===== src/rtl/branch_redirect_ctrl.sv =====
// Fetch PC owner: picks predicted, sequential or recovery PC and carries
// pc/hit/valid through IF->ID->EX for predictor training and redirect control.
module branch_redirect_ctrl #(
    parameter logic [31:0] RESET_PC = 32'h0000_0000,
    parameter int          CNT_W    = 32
) (
    input  logic             clk_i,
    input  logic             rst_ni,
    input  logic             stall_i,
    input  logic             stall_id_i,
    input  logic             hit_i,
    input  logic [31:0]      predicted_pc_i,
    input  logic [1:0]       wrong_predicted_i,
    input  logic [31:0]      alu_pc_i,
    input  logic             is_ctrl_ex_i,
    output logic [31:0]      pc_o,
    output logic [31:0]      pc_ex_o,
    output logic             hit_ex_o,
    output logic             valid_ex_o,
    output logic             flush_if_id_o,
    output logic             flush_id_ex_o,
    output logic             redirect_o,
    output logic [CNT_W-1:0] branch_cnt_o,
    output logic [CNT_W-1:0] mispredict_cnt_o
);

    typedef enum logic {RUN, PENDING} state_e;

    typedef struct packed {
        logic [31:0] pc;
        logic        hit;
        logic        valid;
    } stage_t;

    state_e           state_q, state_d;
    logic [31:0]      pc_q, pc_d;
    logic [31:0]      pend_q, pend_d;
    stage_t           id_q, id_d;
    stage_t           ex_q, ex_d;
    logic [CNT_W-1:0] branch_cnt_q, branch_cnt_d;
    logic [CNT_W-1:0] mispredict_cnt_q, mispredict_cnt_d;

    logic        run;
    logic        mispred;
    logic [31:0] tgt;
    logic        redirect;
    logic        bubble;
    logic        br_inc;
    logic        mis_inc;

    assign run     = (state_q == RUN);
    assign mispred = ex_q.valid & (wrong_predicted_i != 2'b00);
    assign tgt     = (wrong_predicted_i == 2'b01) ? ex_q.pc + 32'd4
                                                  : alu_pc_i;

    // state register
    always_ff @(posedge clk_i or negedge rst_ni) begin
        if (!rst_ni) state_q <= RUN;
        else         state_q <= state_d;
    end

    // next state
    always_comb begin
        state_d = state_q;
        unique case (state_q)
            RUN:     if (mispred && stall_i) state_d = PENDING;
            PENDING: if (!stall_i)           state_d = RUN;
            default: state_d = RUN;
        endcase
    end

    // outputs of the FSM
    always_comb begin
        redirect = 1'b0;
        bubble   = 1'b0;
        unique case (state_q)
            RUN: begin
                redirect = mispred & ~stall_i;
                bubble   = ~mispred & ~stall_i & stall_id_i;
            end
            PENDING: redirect = ~stall_i;
            default: redirect = 1'b0;
        endcase
    end

    assign br_inc  = run & ~stall_i & ex_q.valid & is_ctrl_ex_i;
    assign mis_inc = run & mispred;

    // pipeline next values; a redirect overrides both hazard kinds
    always_comb begin
        pc_d   = pc_q;
        pend_d = pend_q;
        id_d   = id_q;
        ex_d   = ex_q;
        if (redirect) begin
            pc_d = run ? tgt : pend_q;
            id_d = '0;
            ex_d = '0;
        end else if (!stall_i) begin
            if (stall_id_i) begin
                ex_d = '0;
            end else begin
                pc_d = hit_i ? predicted_pc_i : pc_q + 32'd4;
                id_d = '{pc: pc_q, hit: hit_i, valid: 1'b1};
                ex_d = id_q;
            end
        end
        if (run && mispred && stall_i) pend_d = tgt;
    end

    always_comb begin
        branch_cnt_d     = branch_cnt_q;
        mispredict_cnt_d = mispredict_cnt_q;
        if (br_inc && !(&branch_cnt_q))
            branch_cnt_d = branch_cnt_q + 1'b1;
        if (mis_inc && !(&mispredict_cnt_q))
            mispredict_cnt_d = mispredict_cnt_q + 1'b1;
    end

    always_ff @(posedge clk_i or negedge rst_ni) begin
        if (!rst_ni) begin
            pc_q             <= RESET_PC;
            pend_q           <= '0;
            id_q             <= '0;
            ex_q             <= '0;
            branch_cnt_q     <= '0;
            mispredict_cnt_q <= '0;
        end else begin
            pc_q             <= pc_d;
            pend_q           <= pend_d;
            id_q             <= id_d;
            ex_q             <= ex_d;
            branch_cnt_q     <= branch_cnt_d;
            mispredict_cnt_q <= mispredict_cnt_d;
        end
    end

    // bubbles present zeros so they never train the predictor
    assign pc_o             = pc_q;
    assign valid_ex_o       = ex_q.valid;
    assign pc_ex_o          = ex_q.valid ? ex_q.pc : 32'd0;
    assign hit_ex_o         = ex_q.valid & ex_q.hit;
    assign redirect_o       = redirect;
    assign flush_if_id_o    = redirect;
    assign flush_id_ex_o    = redirect | bubble;
    assign branch_cnt_o     = branch_cnt_q;
    assign mispredict_cnt_o = mispredict_cnt_q;

endmodule

===== config.mk =====
export PLATFORM = sky130hd
export DESIGN_NAME = branch_redirect_ctrl
export DESIGN_NICKNAME = d
export VERILOG_FILES = /design/src/rtl/branch_redirect_ctrl.sv
export SDC_FILE = /design/constraint.sdc
export NUM_CORES = 1
export LEC_CHECK = 0
export ABC_AREA = 1
export BUFFER_PORTS_ARGS = -buffer_cell sky130_fd_sc_hd__buf_2
export CAP_MARGIN = 0
export CORE_ASPECT_RATIO = 0.8
export CORE_MARGIN = 4
export CORE_UTILIZATION = 40
export CTS_CLUSTER_DIAMETER = 150
export DETAILED_ROUTE_END_ITERATION = 16
export GPL_TIMING_DRIVEN = 0
export HOLD_SLACK_MARGIN = 0.08
export MAX_ROUTING_LAYER = met4
export PLACE_DENSITY = 0.59
export SLEW_MARGIN = 20
export SYNTH_ARGS = -nofsm -noshare
export SYNTH_HDL_FRONTEND = slang
export SYNTH_SLANG_ARGS = --single-unit

===== constraint.sdc =====
create_clock -name clk_i -period 4.6 [get_ports clk_i]
set_input_delay 0.69 -clock clk_i [delete_from_list [all_inputs] [get_ports clk_i]]
set_output_delay 0.69 -clock clk_i [all_outputs]
set_load 0.005 [all_outputs]

==> impl_metrics.csv, run 1 <==
group,metric,value,unit
status,status,"completed",
worst_setup_path,cp-end-kind,"primary output",
layout,fill_cells,2951,
timing,fmax,346,MHz
logic_synthesis,synthArstFlopShare,100,%
logic_synthesis,yosysTopAreaCellShare,42.1,%
detailed_routing,drc,0,
timing,fin_crit,2.89,ns
worst_setup_path,rr_worst_depth,8,
layout,drive_gt1_share,16.4,%
floorplanning,die_y,161,um
timing,worst_pin_slew,0.630,ns
worst_setup_path,worstSetupPathType,"flop to primary output",
global_routing,grt_max_degree,83,
global_routing,first_global_vias,10800,
worst_setup_path,path_depth,7,
global_routing,grt_overflow_total,0,
power_and_ir_drop,power_leakage,7.11,nW
logic_synthesis,synth_ff_type,"dfrtp_1",
timing,finClkSkew,0.0176,ns
detailed_routing,wire_per_inst,18.4,um
timing,final_max_slew_viol_count,0,
placed_design,place.gp.congestion,0.967,
layout,areaGrowthSynthToFinish,18.1,%
clock_network,cts_made_buffers,17,
worst_setup_path,crit_family,"buffers and inverters",
detailed_routing,num_vias,11700,
worst_setup_path,crit_top_cell,"buf_2",
logic_synthesis,synth-seq-cells,197,
timing,setup_viol,0,
logic_synthesis,yosysWarnings,0,
worst_setup_path,path_max_fanout,10,
layout,antenna_cells,0,
clock_network,post_cts_buffers,0,
timing,rsz0062_at_grt,"false",
worst_setup_path,r2r_end,"pc_o[28]",
global_routing,gr-usage-all-layers,26.5,%
worst_setup_path,cp-start-kind,"flop",
clock_network,clk_pin_slew,0.08,ns
clock_network,cts_buffer_depth,2,
clock_network,cts_resized,0,
detailed_routing,drt_pass1_iterations,5,
logic_synthesis,synth_edf_count,0,
clock_network,cts_sinks,197,
worst_setup_path,crit_buf_inv,5,
power_and_ir_drop,powerDensity,531,nW/um^2
worst_setup_path,slowest_delay,0.46,ns
placed_design,port_buffers,202,
global_routing,antenna_found_initial,0,
clock_network,cts_tree,"built",
logic_synthesis,syn_area,11700,um^2
clock_network,htreeDepth,4,
placed_design,place_hpwl,32.9,mm
logic_synthesis,synth_nets,1734,
worst_setup_path,crit_end,"redirect_o",
detailed_routing,ant_nets,0,
power_and_ir_drop,peakVddDrop,0.000320,V
floorplanning,die_x,199,um
clock_network,worstSkewPairLatency,0.44,ns
worst_hold_path,hold_path_class,"input port to async pin",
timing,tns,0,ns
floorplanning,row_count,55,
logic_synthesis,syn_area_per_cell,7.06,um^2
worst_setup_path,reg2reg_from,"state_q",
detailed_routing,viasPerCell,5.19,
detailed_routing,drtIter0Drc,1169,
layout,nNetsFinal,1957,
timing,timing_hold_violations_final,0,
timing,period_share,62.8,%
worst_setup_path,crit_chain,"inv_2 -> nand2_1 -> nand2_2 -> buf_2 -> inv_1 -> buf_4 -> buf_2",
logic_synthesis,synth.distinct_cells,39,
run,drv_cap,0,
placed_design,place_ws,1.85,ns
global_routing,grt_pass1_wl,63.9,mm
detailed_routing,routed_wl,41.5,mm
worst_setup_path,cp_data_arrival_time,2.20,ns
clock_network,root_buffer,"clkbuf_16",
layout,layout_commonest_cell,"nand2_1",
layout,final_cell_mix,"nand2_1, buf_2, inv_1",
logic_synthesis,synthTopCellsByArea,"dfrtp_1, nand2_1, inv_1",
timing,layout_setup_ws,1.71,ns
worst_setup_path,startpoint,"state_q",
logic_synthesis,yosys.area.top_type,"dfrtp_1",
floorplanning,start_util,41.0,%
floorplanning,coreArea,28600,um^2
floorplanning,io_pins,205,
logic_synthesis,netlist_instances,1658,
worst_setup_path,cp.required,3.91,ns
floorplanning,dieArea,32100,um^2
worst_setup_path,rrSetupSlack,2.31,ns
worst_setup_path,slowest_stage,"dfrtp_1",
timing,maxSlewHeadroom,58.0,%
logic_synthesis,ys_seq_area_share,42.1,%
clock_network,cts_hold_buf,0,
synth_stat cells, types with 2 or more instances:
library cell	instances
nand2_2	9
nor2_4	5
clkbuf_1	27
xor2_1	66
and2_1	2
nand2_1	541
buf_6	4
and3_1	2
nor4_1	3
o22ai_1	45
o21ai_2	5
nand3_1	94
a31oi_1	7
dfrtp_1	197
nor2_1	180
nor3_1	28
o21a_1	5
a22oi_1	8
inv_2	7
nand4_1	11
buf_4	5
o21ai_0	88
nor3_2	2
ha_1	4
a41oi_1	2
buf_2	21
buf_1	2
inv_1	201
nor2_2	10
a21oi_1	51
nand4_2	2
xnor2_1	17
registers in the layout, summed over array words and instances, names as in the netlist:
name,count
pc_o,32
mispredict_cnt_o,32
ex_q,33
pend_q,32
state_q,1
id_q,34
branch_cnt_o,32
valid_ex_o,1
how the worst min path moves through the flow:
stage | to | start | cells after the start
3_3_place_gp | pend_q[2] | pend_q[2] | 2
5_1_grt | mispredict_cnt_o[8] | rst_ni | 1
3_5_place_dp | pend_q[31] | pend_q[31] | 1
4_1_cts | mispredict_cnt_o[9] | rst_ni | 1
6_report | mispredict_cnt_o[9] | rst_ni | 1
2_1_floorplan | branch_cnt_o[0] | rst_ni | 0
kinds of logic after synthesis:
family | Yosys count | synth area share, %
adders and majority gates | 4 | 0.428
AOI/OAI and AO/OA | 211 | 10.1
DFF | 197 | 42.1
buffers and inverters | 268 | 9.34
and+or+nand+nor | 893 | 31.6
xor gates and xnor gates | 84 | 6.35
muxes | 1 | 0.0856
stage by stage:
step | util (%) | cells | hold WS (ns) | total power, mW | area (um^2)
CTS | 48.4 | 2264 | 0.151 | 7.30 | 13800
global route | 48.4 | 2264 | 0.158 | 7.84 | 13800
detailed placement | 46.4 | 2232 | 0.481 | 5.75 | 13200
finish | 48.4 | 2264 | 0.141 | 7.33 | 13800
global placement | 46.1 | 2230 | 0.462 | 5.67 | 13200
floorplan | - | 1658 | 0.394 | 4.51 | 11700
report_power, final:
group / switching (mW) / internal (mW) / total [mW]
clock: 0.770 / 0.775 / 1.55
sequential: 0.621 / 2.33 / 2.95
combinational: 1.85 / 0.983 / 2.84
total: 3.25 / 4.09 / 7.33
per-layer routing:
layer | vias up | GRT usage (%) | wire length, um
met5 | - | - | 0
met4 | 0 | 4.69 | 563
met3 | 40 | 4.34 | 3390
met2 | 476 | 34.0 | 16200
met1 | 5568 | 43.5 | 21400
li1 | 5664 | - | -
cell type report:
class	instances	area (um^2)	area share (%)
multi-input combinational	1193	5680	41.1
sequential	197	4930	35.7
timing repair buffer	204	1080	7.79
inverter	208	781	5.65
tap	370	463	3.35
clock buffer	17	425	3.08
buffer	60	312	2.25
clock inverter	15	155	1.12
(Power assumes the default switching activity.)
==> run 2, diff against run 1 <==
ABC_AREA = 0   (was 1)
PLACE_DENSITY = 0.62   (was 0.59)
clock period = 2.3 ns   (was 4.6 ns; I/O delays follow)
==> impl_metrics.csv, run 2 <==
group,metric,value,unit
worst_setup_path,path_max_fanout,5,
timing,fin_crit,2.32,ns
layout,nNetsFinal,1396,
clock_network,root_buffer,"clkbuf_16",
logic_synthesis,syn_area,10300,um^2
timing,period_share,101,%
worst_setup_path,cp.required,2.67,ns
logic_synthesis,synth.distinct_cells,63,
timing,final_max_slew_viol_count,0,
timing,timing_hold_violations_final,0,
global_routing,grt_overflow_total,0,
timing,worst_pin_slew,0.837,ns
power_and_ir_drop,sequentialPowerShare,44.6,%
placed_design,port_buffers,204,
layout,reg_top3,"id_q: 34 flops, ex_q: 33 flops",
status,status,"finished, violations left",
power_and_ir_drop,p_int,8.13,mW
logic_synthesis,synth_nets,1140,
floorplanning,dieArea,28400,um^2
logic_synthesis,yosysWarnings,0,
logic_synthesis,synthTopCellsByArea,"dfrtp_1, a22o_1, xnor2_1",
placed_design,place_hpwl,27.0,mm
global_routing,gr-usage-all-layers,26.7,%
layout,regMostFlops,"id_q",
power_and_ir_drop,power_leakage,6.12,nW
layout,layout_commonest_cell,"buf_2",
layout,drive_gt1_share,28.6,%
layout,antenna_cells,0,
logic_synthesis,synth-seq-cells,197,
timing,fmax,431,MHz
worst_setup_path,worstSetupPathType,"flop to flop",
logic_synthesis,synthArstFlopShare,100,%
detailed_routing,drc,0,
logic_synthesis,netlist_top_cells_count,"dfrtp_1, nand2_1, a22o_1, nor2_1, nand3_1",
logic_synthesis,synth_mux_area_share,2.17,%
logic_synthesis,ys_seq_area_share,47.9,%
global_routing,grt_pass1_wl,56.3,mm
floorplanning,coreArea,25300,um^2
floorplanning,die_x,187,um
logic_synthesis,netlist_instances,1064,
detailed_routing,viasPerCell,5.98,
power_and_ir_drop,combPwrFrac,31.8,%
layout,areaGrowthSynthToFinish,27.2,%
global_routing,first_global_vias,9505,
timing,timing.hold.ws,0.222,ns
power_and_ir_drop,swShare,38.4,%
logic_synthesis,syn_area_per_cell,9.67,um^2
logic_synthesis,synth_edf_count,0,
worst_setup_path,cp-end-kind,"flop",
detailed_routing,ant_nets,0,
placed_design,place.gp.congestion,0.953,
layout,final_area,13100,um^2
floorplanning,row_count,52,
power_and_ir_drop,clkPwrFrac,23.6,%
logic_synthesis,synth_xor_area_share,7.75,%
detailed_routing,num_vias,9901,
worst_setup_path,cp_data_arrival_time,2.69,ns
detailed_routing,routed_wl,37.2,mm
clock_network,cts_buffer_depth,2,
global_routing,grt_max_degree,91,
floorplanning,die_y,151,um
detailed_routing,drt_pass1_iterations,6,
clock_network,clk_pin_slew,0.08,ns
status,violations,"setup timing",
clock_network,htreeDepth,4,
placed_design,placed_cell_area,11800,um^2
worst_setup_path,cp-start-kind,"flop",
logic_synthesis,synth_top_family_by_area,"simple AND/OR/NAND/NOR gates",
clock_network,cts_made_buffers,17,
timing,maxSlewHeadroom,44.2,%
logic_synthesis,synth_most_common_cell,"dfrtp_1",
logic_synthesis,synth-simple-area-share,20.5,%
layout,largest_register_ffs,34,
floorplanning,start_util,40.6,%
logic_synthesis,yosys.area.top_type,"dfrtp_1",
global_routing,antenna_found_initial,0,
power_and_ir_drop,p_switching,5.06,mW
clock_network,worstSkewPairLatency,0.45,ns
layout,final_cell_mix,"buf_2, dfrtp_1, nand2_1",
timing,finClkSkew,0.0145,ns
logic_synthesis,synthAdderAreaFrac,0.487,%
clock_network,cts_sinks,197,
timing,rsz0062_at_grt,"true",
power_and_ir_drop,powerDensity,1010,nW/um^2
run,drv_cap,0,
logic_synthesis,synth_compound_area_share,18.3,%
detailed_routing,drtIter0Drc,1060,
logic_synthesis,yosysTopAreaCellShare,47.9,%
detailed_routing,wire_per_inst,22.5,um
timing,layout_setup_ws,-0.0193,ns
timing,setup_viol,1,
power_and_ir_drop,peakVddDrop,0.000666,V
worst_hold_path,hold_path_class,"input port to flop",
logic_synthesis,synth_ff_type,"dfrtp_1",
floorplanning,io_pins,205,
clock_network,cts_tree,"built",
worst_setup_path,rrSetupSlack,-0.02,ns
-- run 2: cell types whose count changed in the layout (fill, tap and decap cells not counted), sizes merged, moves of 33 or more --
cell	change
nand3	-37
xor2	-33
nand2	-436
o21ai	-45
and2	+37
o22ai	-40
nor2	-126
a22o	+69
xnor2	+40
inv	-204
-- run 2: through the flow --
step	power, mW	worst slack (ns)	setup TNS (ns)	utilization [%]	cells
after detailed placement	9.61	-1.15	-126.20	46.6	1594
after global placement	9.50	-2.54	-632.76	46.3	1592
after floorplan	7.73	0.000440	0	-	1064
final	13.2	-0.0193	-0.0193	51.7	1657
after global routing	13.9	-0.0939	-0.276	51.7	1657
after CTS	12.9	-0.0332	-0.0766	50.5	1640
-- run 2: final cells by class --
class / instances / area, um^2
multi-input combinational: 791 / 5410
timing repair buffer: 241 / 1360
clock buffer: 20 / 457
buffer: 62 / 317
inverter: 10 / 42.5
sequential: 197 / 4940
tap: 324 / 405
fill: 2392 / 12200
clock inverter: 12 / 141
-- run 2: critical path: stages, from the launching register on --
cell     delay, ns
dfrtp_1       0.40
ha_4          0.17
inv_4         0.04
or4_4         0.60
or3_4         0.40
xor2_4        0.17
a221o_1       0.34
a21oi_2       0.11
-- run 2: repair_timing --
action	CTS	global route
hold endpoints to repair	45	0
endpoints found under the setup margin	204	104
pin swaps	8	15
resized for setup	68	54
hold buffers	1	0
setup buffers	17	17
-- run 2: kinds of logic (layout without fill, tap and decap cells) --
logic type,Yosys count,after routing
AND/OR/NAND/NOR,415,415
AO/OA/AOI/OAI,260,260
flip-flops,197,197
adder cells (fa/ha/maj),4,4
buffers and inverters,76,345
XOR/XNOR,91,91
multiplexers,21,21
-- run 2: power groups by stage --
stage	Combinational [mW]	Sequential, mW	Clock [mW]
floorplan	2.30	5.43	0
global placement	3.70	5.79	0
detailed placement	3.78	5.83	0
CTS	3.96	5.83	3.14
global route	4.56	6.02	3.28
finish	4.19	5.89	3.11
-- run 2: worst paths after layout --
kind | startpoint | end | cells after the start
setup reg to reg | ex_q[5] | pc_o[26] | 7
max in group asynchronous | rst_ni | pend_q[15] | 4
min in group asynchronous | rst_ni | mispredict_cnt_o[27] | 2
hold reg to reg | pend_q[1] | pend_q[1] | 2
hold / removal | predicted_pc_i[1] | pc_o[1] | 3
setup / recovery | ex_q[5] | pc_o[26] | 7
-- run 2: per-layer routing --
| layer | track usage (%) | vias to the layer above | wire length, um |
|---|---|---|---|
| met5 | - | - | 0 |
| met4 | 8.39 | 0 | 980 |
| met3 | 6.77 | 80 | 4100 |
| met2 | 38.4 | 577 | 15800 |
| met1 | 37.2 | 4818 | 16300 |
| li1 | - | 4426 | - |
